File: src/rtl/mem_writeback.sv
// -----------------------------------------------------------------------------
// mem_writeback -- final stage of the three-stage RV32I pipeline.
//
// Registers the execute-stage result into stage register M, performs the data
// memory access (valid/ready request, one response per accepted load), aligns
// and sign/zero-extends load data, and drives the register-file write port,
// which doubles as the forwarding source for execute.
//
// Ports
//   clk, reset          : clock, synchronous active-high reset
//   ex_*                : instruction presented by execute (captured when !stall)
//   stall               : freeze execute and earlier stages
//   dmem_req_*          : request channel (addr word-aligned, we, wdata, wmask)
//   dmem_resp_*         : load response, valid for one cycle
//   previous, prev_rd,
//   prev_reg_we         : writeback / forwarding data, destination, enable
// -----------------------------------------------------------------------------
module mem_writeback (
  input  logic        clk,
  input  logic        reset,
  input  logic        ex_valid,
  input  logic [31:0] ex_result,
  input  logic [31:0] ex_store_data,
  input  logic [4:0]  ex_rd,
  input  logic        ex_reg_we,
  input  logic        ex_is_load,
  input  logic        ex_is_store,
  input  logic [2:0]  ex_funct3,
  output logic        stall,
  output logic        dmem_req_valid,
  input  logic        dmem_req_ready,
  output logic [31:0] dmem_addr,
  output logic        dmem_we,
  output logic [31:0] dmem_wdata,
  output logic [3:0]  dmem_wmask,
  input  logic        dmem_resp_valid,
  input  logic [31:0] dmem_resp_data,
  output logic [31:0] previous,
  output logic [4:0]  prev_rd,
  output logic        prev_reg_we
);

  typedef enum logic [0:0] {
    ST_ISSUE = 1'b0,
    ST_WAIT  = 1'b1
  } state_e;

  state_e      state_q, state_d;

  logic        m_valid_q, m_valid_d;
  logic [31:0] m_result_q, m_result_d;
  logic [31:0] m_store_data_q, m_store_data_d;
  logic [4:0]  m_rd_q, m_rd_d;
  logic        m_reg_we_q, m_reg_we_d;
  logic        m_is_load_q, m_is_load_d;
  logic        m_is_store_q, m_is_store_d;
  logic [2:0]  m_funct3_q, m_funct3_d;

  logic        m_load_s;
  logic        m_store_s;
  logic        rd_nonzero_s;

  // Replicate the store operand across all lanes; the mask selects the lanes.
  function automatic logic [31:0] store_wdata(input logic [2:0] f3, input logic [31:0] data);
    logic [31:0] res;
    case (f3)
      3'b000:  res = {4{data[7:0]}};
      3'b001:  res = {2{data[15:0]}};
      default: res = data;
    endcase
    return res;
  endfunction

  // Byte-lane enables; misaligned low address bits are simply dropped.
  function automatic logic [3:0] store_wmask(input logic [2:0] f3, input logic [1:0] lo);
    logic [3:0] res;
    case (f3)
      3'b000:  res = 4'b0001 << lo;
      3'b001:  res = 4'b0011 << {lo[1], 1'b0};
      default: res = 4'b1111;
    endcase
    return res;
  endfunction

  // Select the addressed byte/half of the response word and extend it.
  function automatic logic [31:0] load_align(input logic [2:0] f3, input logic [1:0] lo,
                                              input logic [31:0] data);
    logic [7:0]  b;
    logic [15:0] h;
    logic [31:0] res;
    b = data[{lo, 3'b000} +: 8];
    h = lo[1] ? data[31:16] : data[15:0];
    case (f3)
      3'b000:  res = {{24{b[7]}}, b};
      3'b100:  res = {24'h000000, b};
      3'b001:  res = {{16{h[15]}}, h};
      3'b101:  res = {16'h0000, h};
      default: res = data;
    endcase
    return res;
  endfunction

  assign m_load_s     = m_valid_q & m_is_load_q;
  assign m_store_s    = m_valid_q & m_is_store_q;
  assign rd_nonzero_s = (m_rd_q != 5'd0);

  // Stage register next state: capture execute unless stalled.
  always_comb begin
    m_valid_d      = m_valid_q;
    m_result_d     = m_result_q;
    m_store_data_d = m_store_data_q;
    m_rd_d         = m_rd_q;
    m_reg_we_d     = m_reg_we_q;
    m_is_load_d    = m_is_load_q;
    m_is_store_d   = m_is_store_q;
    m_funct3_d     = m_funct3_q;
    if (!stall) begin
      m_valid_d      = ex_valid;
      m_result_d     = ex_result;
      m_store_data_d = ex_store_data;
      m_rd_d         = ex_rd;
      m_reg_we_d     = ex_reg_we;
      m_is_load_d    = ex_is_load;
      m_is_store_d   = ex_is_store;
      m_funct3_d     = ex_funct3;
    end else begin
      m_valid_d      = m_valid_q;
    end
  end

  // Access FSM: request handshake, stall generation and writeback enable.
  always_comb begin
    state_d        = state_q;
    dmem_req_valid = 1'b0;
    stall          = 1'b0;
    prev_reg_we    = 1'b0;
    case (state_q)
      ST_ISSUE: begin
        if (m_load_s) begin
          // A load always occupies at least one more cycle for its response.
          dmem_req_valid = 1'b1;
          stall          = 1'b1;
          if (dmem_req_ready) begin
            state_d = ST_WAIT;
          end else begin
            state_d = ST_ISSUE;
          end
        end else if (m_store_s) begin
          // Stores are posted: done as soon as the request is accepted.
          dmem_req_valid = 1'b1;
          stall          = ~dmem_req_ready;
        end else begin
          prev_reg_we = m_valid_q & m_reg_we_q & rd_nonzero_s;
        end
      end
      ST_WAIT: begin
        stall = ~dmem_resp_valid;
        if (dmem_resp_valid) begin
          state_d     = ST_ISSUE;
          prev_reg_we = m_load_s & m_reg_we_q & rd_nonzero_s;
        end else begin
          state_d = ST_WAIT;
        end
      end
      default: begin
        state_d = ST_ISSUE;
      end
    endcase
  end

  // Request fields come straight from M, so they hold while stalled.
  assign dmem_addr  = {m_result_q[31:2], 2'b00};
  assign dmem_we    = m_store_s;
  assign dmem_wdata = store_wdata(m_funct3_q, m_store_data_q);
  assign dmem_wmask = m_store_s ? store_wmask(m_funct3_q, m_result_q[1:0]) : 4'b0000;

  // Load data is forwarded combinationally in the response cycle.
  assign previous = m_load_s ? load_align(m_funct3_q, m_result_q[1:0], dmem_resp_data)
                             : m_result_q;
  assign prev_rd  = m_rd_q;

  // State and stage registers; reset abandons any access and inserts a bubble.
  always_ff @(posedge clk) begin
    if (reset) begin
      state_q        <= ST_ISSUE;
      m_valid_q      <= 1'b0;
      m_result_q     <= 32'h0000_0000;
      m_store_data_q <= 32'h0000_0000;
      m_rd_q         <= 5'd0;
      m_reg_we_q     <= 1'b0;
      m_is_load_q    <= 1'b0;
      m_is_store_q   <= 1'b0;
      m_funct3_q     <= 3'b000;
    end else begin
      state_q        <= state_d;
      m_valid_q      <= m_valid_d;
      m_result_q     <= m_result_d;
      m_store_data_q <= m_store_data_d;
      m_rd_q         <= m_rd_d;
      m_reg_we_q     <= m_reg_we_d;
      m_is_load_q    <= m_is_load_d;
      m_is_store_q   <= m_is_store_d;
      m_funct3_q     <= m_funct3_d;
    end
  end

endmodule

File: config.mk
export PLATFORM = sky130hd
export DESIGN_NAME = mem_writeback
export DESIGN_NICKNAME = d
export VERILOG_FILES = /design/src/rtl/mem_writeback.sv
export SDC_FILE = /design/constraint.sdc
export NUM_CORES = 1
export LEC_CHECK = 0
export BUFFER_PORTS_ARGS = -buffer_cell sky130_fd_sc_hd__buf_4
export CORE_AREA = 4 4 107 109
export DETAILED_ROUTE_END_ITERATION = 8
export DIE_AREA = 0 0 111 113
export PLACE_DENSITY = 0.79
export SYNTH_ARGS = -nofsm -noshare
export SYNTH_HDL_FRONTEND = slang
export SYNTH_SLANG_ARGS = --single-unit
File: constraint.sdc
create_clock -name clk -period 1.7 [get_ports clk]
set_clock_uncertainty 0.15 [all_clocks]
set_input_delay 0 -clock clk [delete_from_list [all_inputs] [get_ports clk]]
set_output_delay 0 -clock clk [all_outputs]
set_load 0.01 [all_outputs]
# ---- Word-level counts from Yosys, hierarchy flattened
# Index checks and enable logic that the tools add are counted.
dict set report classes {
  magnitude_cmp 0
  mul 0
  bitwise 9
  reduce_logical 2
  shift 3
  addsub 0
  n_mux 20
  eq_ne 3
  n_div 0
}
# cell count
set ops {}
lappend ops {{$pmux 32 s4} 1}
lappend ops {{$pmux 32 s2} 1}
lappend ops {{$mux 32} 1}
lappend ops {{$shiftx 32x6->8} 1}
lappend ops {{$mux 16} 1}
lappend ops {{$mux 1} 11}
lappend ops {{$pmux 4 s2} 1}
lappend ops {{$and 1x1->1} 6}
lappend ops {{$eq 3x3->1 const B} 2}
lappend ops {{$pmux 1 s2} 3}
lappend ops {{$reduce_bool 5->1} 1}
lappend ops {{$mux 4} 1}
lappend ops {{$shl 1x2->4 const A} 1}
lappend ops {{$shl 2x2->4 const A} 1}
lappend ops {{$eq 3x1->1 const B} 1}
lappend ops {{$logic_not 3->1} 1}
lappend ops {{$not 1->1} 3}
dict set report totals {
  output_inout_bits 109
  mem_bits_rw 0
  romBits 0
  n_memories 0
  latch_bits 0
  ff_bits 77
  wordCells 46
  input_bits 112
}

# ---- Logic depth before layout (Yosys ltp)
# Gate-level depths: netlist of run 1.
dict set report depth {
  depth_word 5
  mapped_depth 7
  mapped_depth_nobuf 4
}

# ---- Least setup slack after synthesis of run 1
# No wires, ideal clock.
dict set report synth_path {
  path_type {register -> output}
  from {register m_result_q[1]}
  to {output previous[0]}
  path_buffers 1
  path_stages_with_launch 5
  arrival_ns 1.402
  setup_slack_ns 0.148
  required_ns 1.550
  path_cell_list {dfxtp_1 > buf_2 > mux2_1 > o311a_1 > a22o_1}
}
dict set report synth_via {
  elab_chain_len 3
  word_cells_on_any_way 4
  classes_between {shift (1); mux (3)}
}
# element line
set synth_lines {}
lappend synth_lines {{start: declaration} 51} ;# logic [31:0] m_result_q, m_result_d;
lappend synth_lines {{start signal: assignment} 197} ;# m_result_q <= m_result_d;
lappend synth_lines {{$shiftx 32x6->8 / $mux 16 (equally long branches)} {91, 92}}
lappend synth_lines {{$pmux 32 s4 (*)} 93} ;# case (f3)
lappend synth_lines {{$mux 32 (*)} 178} ;# assign previous = m_load_s ? load_align(m_funct3_q, m_result_q[1:0], dmem_resp_data)
lappend synth_lines {{end: declaration} 38} ;# output logic [31:0] previous,
# Every way passes the cells marked *; elsewhere a longest branch is shown, timed or not.

# ---- Final worst setup path of run 1
dict set report layout_path {
  from {register m_result_q[1]}
  to {output previous[5]}
}
# The elaborated chain is that of the path after synthesis.

==> impl_metrics.csv, run 1 <==
group,metric,value,unit
critical_path,r2r_end,"m_result_q[22]",
yosys,synth_edf_count,0,
yosys,synthAdderAreaFrac,0,%
critical_path,worstSetupPathType,"register to output pin",
yosys,yosys-mux-area-fraction,23.50,%
critical_path,ff2ff_path_depth,5,
critical_path,r2r_slack,0.06,ns
yosys,synth-xor-area-share,0,%
timing,holdWs,0.2171,ns
cts,htreeDepth,3,
timing,fmax,511.3,MHz
routing,drt-initial-drc-count,529,
yosys,yosys_warnings,0,
routing,avgViaCountPerCell,5.551,
routing,wl_met2,10980,µm
global_route,grt_max_degree,51,
critical_path,cp_max_fo,6,
critical_path,cpMaxStageDelayCell,"dfxtp_4",
global_route,grt_pass1_vias,5694,
routing,drc_errors,0,
power_and_ir_drop,power.leakage,4.272,nW
yosys,ys_dominant_reg_cell,"dfxtp_1",
layout,design_area,8354,µm²
routing,wl_met1,7328,µm
cts,clk_pin_slew_worst_paths,0.08,ns
yosys,synth_top_family_by_area,"multiplexers",
critical_path,crit-reg2reg-launch,"m_is_store_q",
cts,worstSkewPairLatency,0.35,ns
layout,drive_above_1_share,43.56,%
yosys,synth_cell_types,39,
timing,final_max_slew_viol_count,0,
placement,place_area,6366,µm²
job,drv_cap,0,
layout,antenna_cells,0,
cts,cts_sinks,77,
placement,dpl.hpwl,12310,µm
global_route,antenna_found_initial,0,
power_and_ir_drop,finalPower,5.491,mW
yosys,synth_cells,603,
global_route,grt_pass1_wl,29640,µm
timing,setup_viol,51,
critical_path,critPathLaunch,"m_result_q[1]",
yosys,synth_top_area_share,32.61,%
routing,via_count,5734,
routing,highest_layer,"met4",
timing,grt_setup_unrepaired,"yes",
yosys,synth_area,4727,µm²
placement,numPortBuffers,218,
critical_path,crit_path_end_kind,"output pin",
routing,antenna_left,0,
outcome,failed_checks,"negative setup slack",
timing,min_period,1.956,ns
layout,fin_nets,1000,
outcome,status,"finished with violations",
timing,period_share,115.1,%
placement,gp_congestion,0.9106,
global_route,grt.overflow.total,0,
cts,clockBufferDepth,2,
timing,setup_ws,-0.2559,ns
cts,cts_tree,"built",
floorplanning,num_io_pins,221,
critical_path,cp-start-kind,"register",
routing,totalWireLength,21310,µm
timing,setup-tns-final,-8.371,ns
timing,tightest_slew,0.5460,ns
yosys,async_flop_share,0,%
layout,final_cells,1033,
power_and_ir_drop,powerDensity,657.3,nW/µm²
yosys,ys_seq_area_share,32.61,%
floorplanning,start_util,44.58,%
critical_path,max_stage_delay,0.39,ns
timing,max_slew_margin,63.22,%
critical_path,cp.required,1.55,ns
global_route,grtUsageTotal,29.46,%
yosys,synthSimpleGateAreaFrac,22.87,%
routing,dr.pass1.iters,8,
placement,dp_cells,903,
yosys,synth_compound_gate_area_share,9.264,%
critical_path,arrival,1.81,ns
yosys,synth-seq-cells,77,
critical_path,crit_end,"previous[5]",
timing,hold_viol,0,
floorplanning,dieWidth,111,µm
floorplanning,die_area,12540,µm²
yosys,syn_area_per_cell,7.839,µm²
floorplanning,core,10600,µm²
layout,final_common_cell,"buf_4",
routing,wl_met3,1828,µm
worst_hold_path,hold_class,"input pin to output pin",
floorplanning,die_h,113,µm
power_and_ir_drop,vdd_drop_max,0.5300,mV
yosys,synthTopCellsByArea,"dfxtp_1 33%, mux2i_1 18%, nand2_1 14%, buf_4 6.5%, mux2_2 4.5%",
layout,fill_cells,629,
yosys,yosysTopAreaCell,"dfxtp_1",
cts,cts_made_buffers,9,
cts,cts_root_buf,"clkbuf_8",
critical_path,path_cells,"buf_12, mux2_4, o311a_1, a22o_1, buf_6",
floorplanning,placementRows,38,
layout,syn2layout_area_growth,76.73,%
routing,wl_per_cell,20.63,µm
layout,mostFrequentLayoutCells,"208 x buf_4, 180 x nand2_1, 80 x mux2i_1",
## synth_stat cells, drive strengths merged (2+ instances only)
cell type    n
mux2i       84
nor2        20
o22ai        5
inv          5
nor2b        2
dfxtp       77
a22o         5
o2111ai      2
nand3       28
nand3b       8
a21oi       26
nand2b      10
nor3         3
o21ai       15
o21a         2
buf         64
o211ai       2
nand2      182
o311a        5
mux2        24
clkbuf      22
## worst max-delay path, delay by kind of cell (launching register included)
family	cells	cell delay [ns]
AOI/OAI and AO/OA	2	0.49
buffers and inverters	2	0.27
DFF	1	0.39
muxes	1	0.30
## layout make-up
cell class | instances | area (µm²) | area share, %
clock inverter | 5 | 35.03 | 0.4194
inverter | 6 | 27.53 | 0.3295
multi-input combinational | 435 | 3052 | 36.53
timing repair buffer | 359 | 3356 | 40.17
tap | 140 | 175.2 | 2.097
clock buffer | 11 | 141.4 | 1.692
sequential | 77 | 1568 | 18.77
## how the worst min path moves through the flow
stage,startpoint,end,cells after the start
CTS,dmem_resp_data[20],previous[20],4
global route,dmem_resp_data[21],previous[21],4
global placement,reset,state_q,2
floorplan,reset,state_q,1
detailed placement,reset,state_q,2
finish,dmem_resp_data[21],previous[21],4
## layer usage
metal / track usage, % / vias to the layer above
met4: 13.55 / 0
met2: 53.72 / 366
met5: 0 / -
met1: 31.44 / 2710
li1: - / 2562
met3: 8.556 / 96
## where the power goes
part	internal [mW]	total (mW)	switching, mW
clock	0.574	1.30	0.728
sequential	1.93	2.08	0.142
combinational	1.18	2.11	0.932
## through the flow
stage	utilization [%]	worst slack [ns]
floorplan	-	0.1476
global placement	60.04	0.05470
detailed placement	60.04	0.02443
CTS	73.61	-0.2460
global route	78.79	-0.3592
finish	78.79	-0.2559
## repair_timing
action                     4_1_cts  5_1_grt
gates cloned                     3        4
pin swaps                       10       15
resized for setup               74      112
hold buffers                    79        0
setup buffers                   16       18
setup endpoints to repair       53       86
hold endpoints to repair        77        0
## registers in the layout (all words and copies together) (netlist names), 3 cells and up
| name | count |
|---|---|
| prev_rd | 5 |
| m_funct3_q | 3 |
| m_result_q | 32 |
| m_store_data_q | 32 |
## cells by family (layout without fill, tap and decap cells)
family,after synthesis,count (layout)
other,1,2
AND/OR/NAND/NOR,257,257
flip-flops,77,77
AO/OA/AOI/OAI,68,68
multiplexers,108,108
buffers and inverters,92,381
No activity file was read; power rests on OpenSTA's default activity.
==> run 2: changes to the inputs <==
--- a/config.mk
+++ b/config.mk
@@ -10,6 +10,7 @@
 export DETAILED_ROUTE_END_ITERATION = 8
 export DIE_AREA = 0 0 111 113
 export PLACE_DENSITY = 0.79
+export SETUP_SLACK_MARGIN = 0.02
 export SYNTH_ARGS = -nofsm -noshare
 export SYNTH_HDL_FRONTEND = slang
 export SYNTH_SLANG_ARGS = --single-unit
==> constraint.sdc (replaced) <==
create_clock -name clk -period 1.8 [get_ports clk]
set_clock_uncertainty 0.15 [all_clocks]
set_input_delay 0 -clock clk [delete_from_list [all_inputs] [get_ports clk]]
set_output_delay 0 -clock clk [all_outputs]
set_load 0.01 [all_outputs]
==> impl_metrics.csv, run 2 (synthesis results as in run 1) <==
group,metric,value,unit
global_route,grtUsageTotal,28.29,%
routing,antenna_left,0,
cts,clk_pin_slew_worst_paths,0.09,ns
timing,fmax,488.8,MHz
power_and_ir_drop,finalPower,5.164,mW
worst_hold_path,hold_class,"input pin to output pin",
critical_path,crit_path_end_kind,"output pin",
cts,worstSkewPairLatency,0.35,ns
power_and_ir_drop,power.leakage,4.099,nW
power_and_ir_drop,powerDensity,644.0,nW/µm²
layout,final_common_cell,"buf_4",
placement,dpl.hpwl,12100,µm
global_route,grt_pass1_vias,5541,
critical_path,arrival,1.90,ns
critical_path,cp.required,1.65,ns
outcome,failed_checks,"negative setup slack",
layout,regArea,1562,µm²
critical_path,ff2ff_path_depth,5,
layout,fin_nets,980,
timing,grt_setup_unrepaired,"yes",
timing,setup_ws,-0.2460,ns
outcome,status,"finished with violations",
timing,final_max_slew_viol_count,0,
cts,cts_root_buf,"clkbuf_8",
floorplanning,dieWidth,111,µm
layout,drive_above_1_share,39.68,%
layout,fill_cells,661,
critical_path,worstSetupPathType,"register to output pin",
timing,setup_viol,40,
cts,cts_made_buffers,9,
timing,hold_viol,0,
routing,drc_errors,0,
job,drv_cap,0,
layout,multi_input_area,2940,µm²
timing,period_share,113.7,%
worst_hold_path,hold_depth,4,
routing,totalWireLength,19940,µm
global_route,grt_pass1_wl,28610,µm
placement,dp_cells,896,
timing,min_period,2.046,ns
timing,holdWs,0.2282,ns
layout,fin_util,75.63,%
routing,avgViaCountPerCell,5.490,
critical_path,cp_max_fo,5,
critical_path,cp-start-kind,"register",
global_route,antenna_found_initial,0,
routing,dr.pass1.iters,6,
floorplanning,placementRows,38,
floorplanning,core,10600,µm²
global_route,grt_max_degree,51,
floorplanning,num_io_pins,221,
floorplanning,die_h,113,µm
layout,antenna_cells,0,
floorplanning,start_util,44.58,%
layout,final_cells,1012,
global_route,grt.overflow.total,0,
placement,numPortBuffers,218,
layout,design_area,8019,µm²
placement,dp_slack,0.07910,ns
timing,setup-tns-final,-5.279,ns
cts,cts_tree,"built",
placement,gp_congestion,0.9342,
cts,clockBufferDepth,2,
routing,via_count,5556,
cts,cts_sinks,77,
power_and_ir_drop,vdd_drop_max,0.4665,mV
cts,htreeDepth,3,
layout,mostFrequentLayoutCells,"210 x buf_4, 181 x nand2_1, 82 x mux2i_1",
placement,place_area,6289,µm²
routing,wl_per_cell,19.70,µm
floorplanning,die_area,12540,µm²
layout,syn2layout_area_growth,69.64,%
routing,drt-initial-drc-count,644,
==> run 2: metal layers <==
metal / GRT usage (%) / vias to the layer above / share of wire [%]
met3: 7.112 / 82 / 8.7
li1: - / 2520 / -
met4: 15.35 / 0 / 5.5
met2: 50.44 / 370 / 49
met1: 30.88 / 2584 / 36
met5: 0 / - / 0
==> run 2: worst paths after layout <==
check                     startpoint  slack [ns]                 end
setup / recovery       m_result_q[1]       -0.25         previous[0]
hold / removal     dmem_resp_data[1]        0.23         previous[1]
setup reg to reg             state_q        0.11   m_store_data_q[9]
hold reg to reg   m_store_data_q[25]        0.32  m_store_data_q[25]
==> run 2: power by group <==
| group | switching [mW] | internal [mW] | leakage (nW) |
|---|---|---|---|
| Sequential | 0.128 | 1.83 | 0.644 |
| Combinational | 0.832 | 1.05 | 3.36 |
| Clock | 0.692 | 0.634 | 0.0915 |
==> run 2: repair_timing <==
action / in CTS / in global routing
hold buffers: 79 / 0
cloned: 5 / 3
gates resized for setup: 64 / 67
hold endpoints to repair: 77 / 0
endpoints found under the setup margin: 50 / 56
buffers inserted: 13 / 4
pin swaps: 11 / 7
==> run 2: final cells by class <==
cell class,instances,area share [%]
timing repair buffer,339,39.02
inverter,6,0.3121
multi-input combinational,435,36.67
sequential,77,19.47
clock inverter,6,0.7958
clock buffer,9,1.545
tap,140,2.184
==> run 2: critical path: stages (launching register included) <==
cell	delay [ns]
dfxtp_4	0.38
buf_12	0.13
buf_16	0.13
mux2_4	0.30
o311a_1	0.28
a22o_1	0.20
buf_6	0.12
